$ cat config.mk
export PLATFORM = sky130hd
export DESIGN_NAME = fd_stage_reg_flat
export DESIGN_NICKNAME = d
export VERILOG_FILES = /design/src/rtl/fd_stage_reg_if.sv /design/src/rtl/fd_stage_reg.sv /design/src/flat_wrapper.sv
export SDC_FILE = /design/constraint.sdc
export NUM_CORES = 1
export LEC_CHECK = 0
export ABC_CLOCK_PERIOD_IN_PS = 2900
export CAP_MARGIN = 20
export CORE_MARGIN = 3
export CORE_UTILIZATION = 43
export CTS_CLUSTER_SIZE = 40
export DETAILED_ROUTE_END_ITERATION = 8
export PLACE_DENSITY_LB_ADDON = 0.12
export SYNTH_ARGS = -nofsm -noshare
export SYNTH_HDL_FRONTEND = slang
export SYNTH_SLANG_ARGS = --single-unit
export TNS_END_PERCENT = 100
$ cat constraint.sdc
create_clock -name clk -period 2.9 [get_ports clk]
set_clock_uncertainty 0.15 [all_clocks]
set_input_delay 0.58 -clock clk [delete_from_list [all_inputs] [get_ports clk]]
set_output_delay 0.58 -clock clk [all_outputs]
set_load 0.02 [all_outputs]
$ cat src/rtl/fd_stage_reg_if.sv
// fd_stage_reg_if: F-to-D bus between the fetch unit, the F/D pipeline
// register and its D-stage consumers.
//   Req, stall          : flush and hold controls from CP0 / hazard unit
//   PcF, InstrF, BDF    : fetched PC, instruction word and delay-slot flag
//   PcD, InstrD, BDD    : registered D-stage PC, instruction and slot flag
//   ExcCodeD, ValidD    : fetch exception code and real-instruction flag
// master drives the F side and observes D; slave is the pipeline register.
interface fd_stage_reg_if;
  logic        Req;
  logic        stall;
  logic [31:0] PcF;
  logic [31:0] InstrF;
  logic        BDF;
  logic [31:0] PcD;
  logic [31:0] InstrD;
  logic [4:0]  ExcCodeD;
  logic        BDD;
  logic        ValidD;

  modport master (
    output Req, stall, PcF, InstrF, BDF,
    input  PcD, InstrD, ExcCodeD, BDD, ValidD
  );

  modport slave (
    input  Req, stall, PcF, InstrF, BDF,
    output PcD, InstrD, ExcCodeD, BDD, ValidD
  );
endinterface

$ cat src/rtl/fd_stage_reg.sv
// fd_stage_reg: fetch-to-decode pipeline register of the P7 MIPS core.
// Captures PC, instruction and delay-slot flag from F, flags fetch address
// errors (AdEL) and presents purely registered values to D.
//   clk   : core clock, all updates on the rising edge
//   reset : synchronous, active-high, highest priority
//   fd    : slave side of fd_stage_reg_if (Req, stall, F inputs, D outputs)
// Edge priority: reset > Req > stall > load.
module fd_stage_reg #(
  parameter logic [31:0] PC_RESET   = 32'h0000_3000,
  parameter logic [31:0] PC_HANDLER = 32'h0000_4180,
  parameter logic [31:0] TEXT_LO    = 32'h0000_3000,
  parameter logic [31:0] TEXT_HI    = 32'h0000_6FFC
) (
  input  logic           clk,
  input  logic           reset,
  fd_stage_reg_if.slave  fd
);

  localparam logic [4:0] EXC_NONE = 5'd0;
  localparam logic [4:0] EXC_ADEL = 5'd4;

  // Unsigned 32-bit checks, so addresses near 0xFFFF_FFFC never wrap to legal.
  function automatic logic fetch_fault(input logic [31:0] pc);
    return (pc[1:0] != 2'b00) || (pc < TEXT_LO) || (pc > TEXT_HI);
  endfunction

  logic        fault_s;
  logic [31:0] load_instr_s;
  logic [4:0]  load_exc_s;

  logic [31:0] pc_r;
  logic [31:0] instr_r;
  logic [4:0]  exc_r;
  logic        bd_r;
  logic        valid_r;

  // Fetch address check and the instruction/exception values a load would take.
  always_comb begin
    fault_s      = fetch_fault(fd.PcF);
    load_instr_s = 32'h0000_0000;
    load_exc_s   = EXC_NONE;
    if (fault_s) begin
      // Faulting fetch enters D as a nop; the PC is kept for BadVAddr/EPC.
      load_instr_s = 32'h0000_0000;
      load_exc_s   = EXC_ADEL;
    end else begin
      load_instr_s = fd.InstrF;
      load_exc_s   = EXC_NONE;
    end
  end

  // D-stage state register with reset > Req > stall > load priority.
  always_ff @(posedge clk) begin
    if (reset) begin
      pc_r    <= PC_RESET;
      instr_r <= 32'h0000_0000;
      exc_r   <= EXC_NONE;
      bd_r    <= 1'b0;
      valid_r <= 1'b0;
    end else if (fd.Req) begin
      // Handler entry discards whatever D held, even while stalled.
      pc_r    <= PC_HANDLER;
      instr_r <= 32'h0000_0000;
      exc_r   <= EXC_NONE;
      bd_r    <= 1'b0;
      valid_r <= 1'b0;
    end else if (fd.stall) begin
      pc_r    <= pc_r;
      instr_r <= instr_r;
      exc_r   <= exc_r;
      bd_r    <= bd_r;
      valid_r <= valid_r;
    end else begin
      // BDF is captured even on a fault so CP0 gets Cause.BD right.
      pc_r    <= fd.PcF;
      instr_r <= load_instr_s;
      exc_r   <= load_exc_s;
      bd_r    <= fd.BDF;
      valid_r <= 1'b1;
    end
  end

  assign fd.PcD      = pc_r;
  assign fd.InstrD   = instr_r;
  assign fd.ExcCodeD = exc_r;
  assign fd.BDD      = bd_r;
  assign fd.ValidD   = valid_r;

endmodule

$ cat src/flat_wrapper.sv
// flat-port wrapper written by rule: the top's interface ports become plain ports
module fd_stage_reg_flat 
#(
  parameter logic [31:0] PC_RESET   = 32'h0000_3000,
  parameter logic [31:0] PC_HANDLER = 32'h0000_4180,
  parameter logic [31:0] TEXT_LO    = 32'h0000_3000,
  parameter logic [31:0] TEXT_HI    = 32'h0000_6FFC
)
  (clk, reset, fd_Req, fd_stall, fd_PcF, fd_InstrF, fd_BDF, fd_PcD, fd_InstrD, fd_ExcCodeD, fd_BDD, fd_ValidD);
  fd_stage_reg_if fd_i ();
  input  logic clk;
  input  logic reset;
  input wire logic [$bits(fd_i.Req)-1:0] fd_Req;
  input wire logic [$bits(fd_i.stall)-1:0] fd_stall;
  input wire logic [$bits(fd_i.PcF)-1:0] fd_PcF;
  input wire logic [$bits(fd_i.InstrF)-1:0] fd_InstrF;
  input wire logic [$bits(fd_i.BDF)-1:0] fd_BDF;
  output wire logic [$bits(fd_i.PcD)-1:0] fd_PcD;
  output wire logic [$bits(fd_i.InstrD)-1:0] fd_InstrD;
  output wire logic [$bits(fd_i.ExcCodeD)-1:0] fd_ExcCodeD;
  output wire logic [$bits(fd_i.BDD)-1:0] fd_BDD;
  output wire logic [$bits(fd_i.ValidD)-1:0] fd_ValidD;
  assign fd_i.Req = fd_Req;
  assign fd_i.stall = fd_stall;
  assign fd_i.PcF = fd_PcF;
  assign fd_i.InstrF = fd_InstrF;
  assign fd_i.BDF = fd_BDF;
  assign fd_PcD = fd_i.PcD;
  assign fd_InstrD = fd_i.InstrD;
  assign fd_ExcCodeD = fd_i.ExcCodeD;
  assign fd_BDD = fd_i.BDD;
  assign fd_ValidD = fd_i.ValidD;
  fd_stage_reg #(.PC_RESET(PC_RESET), .PC_HANDLER(PC_HANDLER), .TEXT_LO(TEXT_LO), .TEXT_HI(TEXT_HI)) u_core (.clk(clk), .reset(reset), .fd(fd_i));
endmodule
# Yosys cells after proc, flatten, opt, wreduce, memory -nomap -nowiden
# Cells that the tools add are included.
# word_totals
reg_bits	71
latch_bits	0
ramBits	0
romBits	0
inputBits	69
out_inout_bits	71
elab_cells	17
memories	0
# classes
add_sub_neg	0
n_mul	0
n_div	0
n_lt_le_gt_ge	2
n_eq_ne	1
shift	0
muxes	4
bitwise_logic	0
n_reduce_logical	4
# ops
operator	n
$gt A32 B15 Y1 const B	1
$lt A32 B14 Y1 const B	1
$mux W32	1
$mux W15	2
$mux W3	1
$logic_or A1 B1 Y1	2
$ne A2 B2 Y1 const B	1
$reduce_bool A2 Y1	1
$reduce_or A2 Y1	1

# Longest topological paths before layout
# logic_depth
ltp_word	4
mapped_depth	5
depth_no_buf	3

# Worst setup path after synthesis
# Ideal clock, no wire load.
# synth_path
path_kind	input-to-reg
from	input fd_stall
to	register u_core.instr_r[15], in the netlist u_core.fd.InstrD[15]
setup_time_ns	0.083
arrival_time_ns	1.506
required_ns	2.667
path_slack_ns	1.161
path_stages	5
path_buffers	2
path_cell_list	buf_6 nor4_4 o211ai_4 buf_6 o31ai_4
# synth_lines
element	line	rtl
from (decl)	flat_wrapper.sv:14	input wire logic [$bits(fd_i.stall)-1:0] fd_stall;
to (signal assigned)	fd_stage_reg.sv:69	instr_r <= instr_r;
to (signal assigned)	fd_stage_reg.sv:76	instr_r <= load_instr_s;
to (decl)	fd_stage_reg.sv:32	logic [31:0] instr_r;

# Worst setup path in the final report
# layout_path
from	input fd_PcF[23]
to	register u_core.instr_r[9], in the netlist u_core.fd.InstrD[9]
# layout_via
elab_chain_cells	4
word_cells_on_any_way	5
cone_classes	order compare (2); mux (1); reduce/logical (2)
# layout_rtl
element	line	rtl
from (decl)	flat_wrapper.sv:15	input wire logic [$bits(fd_i.PcF)-1:0] fd_PcF;
$lt A32 B14 Y1	fd_stage_reg.sv:24	return (pc[1:0] != 2'b00) || (pc < TEXT_LO) || (pc > TEXT_HI);
$logic_or A1 B1 Y1	fd_stage_reg.sv:24	
$logic_or A1 B1 Y1 (*)	fd_stage_reg.sv:24	
$mux W32 (*)	fd_stage_reg.sv:42	if (fault_s) begin
# Mark *: on every way between the ends. The rest lies on a longest branch, timed or not.
# A chain may end at the register's enable or synchronous reset.

==> metrics.csv <==
stage,metric,value,unit
sta,fin_hold_ws,0.308,ns
sta,rsz0062_at_grt,false,
pwr,vdd_ir_drop_max,0.379,mV
floorplanning,fp.dieArea,0.00778,mm^2
clocking,cts_root_buf,clkbuf_8,
worst_hold_path,min_path_type,flip-flop to flip-flop,
yosys,yosysTopAreaCellShare,46.1,%
placement,place_area,0.00422,mm^2
yosys,yosysMostFrequentCell,dfxtp_1,
grt,grt_max_degree,67,
grt,antenna_found_initial,0,
detailed_routing,ant_nets,0,
clocking,cts.htree.levels,3,
yosys,syn_inst,279,
critical_path,path_cells,"clkdlybuf4s50_1, nor4_1, nand2_2, buf_4, o31ai_2",
yosys,synthArstFlopShare,0,%
floorplanning,initial_core_util,45.0,%
floorplanning,die_w,88.2,um
sta,worst_pin_slew,0.856,ns
critical_path,reg2reg_from,u_core.fd.PcD[14],
finish,antenna_cells,0,
critical_path,reg2reg_depth,3,
placement,place_ws,0.401,ns
critical_path,crit_buf_inv,2,
sta,period_share,74.4,%
critical_path,endpoint,u_core.fd.InstrD[9],
finish,final_util,67.9,%
yosys,synth_warnings,0,
yosys,synthTopCellsByCount,"67 x dfxtp_1, 65 x nand3_1, 32 x nor2_1",
sta,setup_viol,0,
yosys,syn-cell-area,0.00291,mm^2
critical_path,cp-start-kind,input pin,
sta,period_minus_slack,2.16,ns
floorplanning,die_y,88.2,um
detailed_routing,avgRoutedWirePerCell,14.8,um
yosys,synth_seq_cells,67,
yosys,synth_top_area_cell,dfxtp_1,
clocking,cts-hold-fix-buffers,0,
finish,drive_gt1_share,14.5,%
flow_run,drv_cap,0,
finish,fin_nets,471,
critical_path,cp_top_family,buffers and inverters,
critical_path,required,3.00,ns
clocking,path_clk_slew,0.07,ns
yosys,synthTopCellsByArea,"dfxtp_1 46%, o31ai_2 12%, nand3_1 11%",
clocking,cts_tree,yes,
detailed_routing,drtPass1Iterations,4,
clocking,cts_setup_buffers,0,
clocking,cts.sinks,67,
critical_path,critical_path_depth,5,
clocking,numCtsBuffers,9,
critical_path,cpPeakStageDelay,0.53,ns
critical_path,cp.arrival,2.26,ns
detailed_routing,drcViolationCount,0,
floorplanning,core_area,0.00646,mm^2
clocking,clock_latency,0.34,ns
yosys,synthFlopType,dfxtp_1,
sta,slew_viol_final,0,
grt,grt_pass1_vias,2383,
clocking,cts_buffer_depth,2,
placement,gp_congestion,0.708,
critical_path,regToRegSetupSlack,1.92,ns
finish,fin_area,0.00439,mm^2
sta,setup_tns,0,ns
sta,setup_ws,0.743,ns
grt,overflow,0,
clocking,ctsResizeCount,0,
detailed_routing,via_count,2533,
sta,slew_headroom,42.9,%
detailed_routing,drt_iter0_markers,125,
status,status,"complete, no violations",
critical_path,crit_path_max_fanout,32,
finish,areaGrowthSynthToFinish,50.9,%
detailed_routing,totalWireLength,7180,um
critical_path,crit_path_top_delay_cell,nor4_1,
floorplanning,fp-row-count,29,
yosys,yosysSeqAreaShare,46.1,%
yosys,syn_area_per_cell,10.4,um^2
critical_path,r2r_end,u_core.fd.PcD[14],
pwr,leakage,1.55,nW
grt,grt_pass1_wl,11400,um
pwr,power_density,429,mW/mm^2
sta,fmaxAchievable,0.464,GHz
yosys,synth_edf_count,0,
sta,hold_viol,0,
grt,grtUsageTotal,18.8,%
floorplanning,io-pin-count,140,
critical_path,crit_start,fd_PcF[23],
placement,hpwl,4890,um
critical_path,cp-end-kind,flip-flop,
yosys,ys_types,28,
placement,port_buffers,135,
critical_path,crit_type,input pin to flip-flop,
detailed_routing,viasPerCell,5.23,
## power by group
part	switching [mW]	internal (mW)	total (mW)	leakage, nW
logic	0.120	0.146	0.266	0.928
clock network	0.357	0.310	0.666	0.0822
registers	0.00901	0.939	0.948	0.544
## state kept, by name, summed over array words and instances, names as in the netlist
| register | count |
|---|---|
| u_core.fd.BDD | 1 |
| u_core.fd.PcD | 32 |
| u_core.fd.InstrD | 32 |
| u_core.fd.ValidD | 1 |
| u_core.fd.ExcCodeD | 1 |
## worst min-delay path by stage
stage,startpoint,end,slack [ns],cells past startpoint
global placement,u_core.fd.ValidD,u_core.fd.ValidD,0.29,1
finish,u_core.fd.ValidD,u_core.fd.ValidD,0.31,1
CTS,u_core.fd.ValidD,u_core.fd.ValidD,0.31,1
floorplan,u_core.fd.InstrD[0],u_core.fd.InstrD[0],0.41,2
detailed placement,u_core.fd.ValidD,u_core.fd.ValidD,0.30,1
global route,u_core.fd.ValidD,u_core.fd.ValidD,0.34,1
## through the flow
stage          total power, mW  instances
2_1_floorplan             1.09        282
3_3_place_gp              1.24        468
3_5_place_dp              1.24        468
4_1_cts                   1.90        484
5_1_grt                   1.96        484
6_report                  1.88        484
## layout make-up
type                            instances  area (um^2)
Multi-Input combinational cell        183         1380
Inverter                                1         3.75
Clock buffer                           10          128
Sequential cell                        67         1340
Fill cell                             540         2070
Timing Repair Buffer                  140         1400
Tap cell                               77         96.3
Clock inverter                          6         42.5
## logic make-up after synthesis
group | after synthesis | synth area share, %
AND/OR/NAND/NOR | 108 | 18.9
flip-flops | 67 | 46.1
AO/OA/AOI/OAI | 41 | 17.3
buffers and inverters | 32 | 7.19
multiplexers | 30 | 10.3
other | 1 | 0.129
## per-layer routing
layer / vias up / global-route usage, % / wire [um]
li1: 1252 / - / -
met1: 1178 / 24.3 / 3160
met2: 90 / 28.1 / 3220
met3: 13 / 5.87 / 608
met4: 0 / 9.75 / 189
met5: - / 0 / 0
## worst reg2reg max path, delay by kind of cell, from the launching register on
family	cells	cell delay (ns)
flip-flops	1	0.31
AND/OR/NAND/NOR	2	0.21
AO/OA/AOI/OAI	1	0.20
## layout by cell type, fill, tap and decap left out, types with 2 or more instances in the layout
cell / instances
clkdlybuf4s50_1: 134
dfxtp_1: 67
nand3_1: 65
nor2_1: 31
mux2i_1: 30
o31ai_2: 27
clkbuf_8: 9
conb_1: 4
buf_4: 4
o31ai_4: 3
and2_0: 3
a211oi_1: 3
nor4_1: 2
nor4_4: 2
o31ai_1: 2
o21bai_1: 2
clkinvlp_4: 2
clkinv_4: 2
clkinv_2: 2
Note: power is estimated with default switching activity, not from simulation.
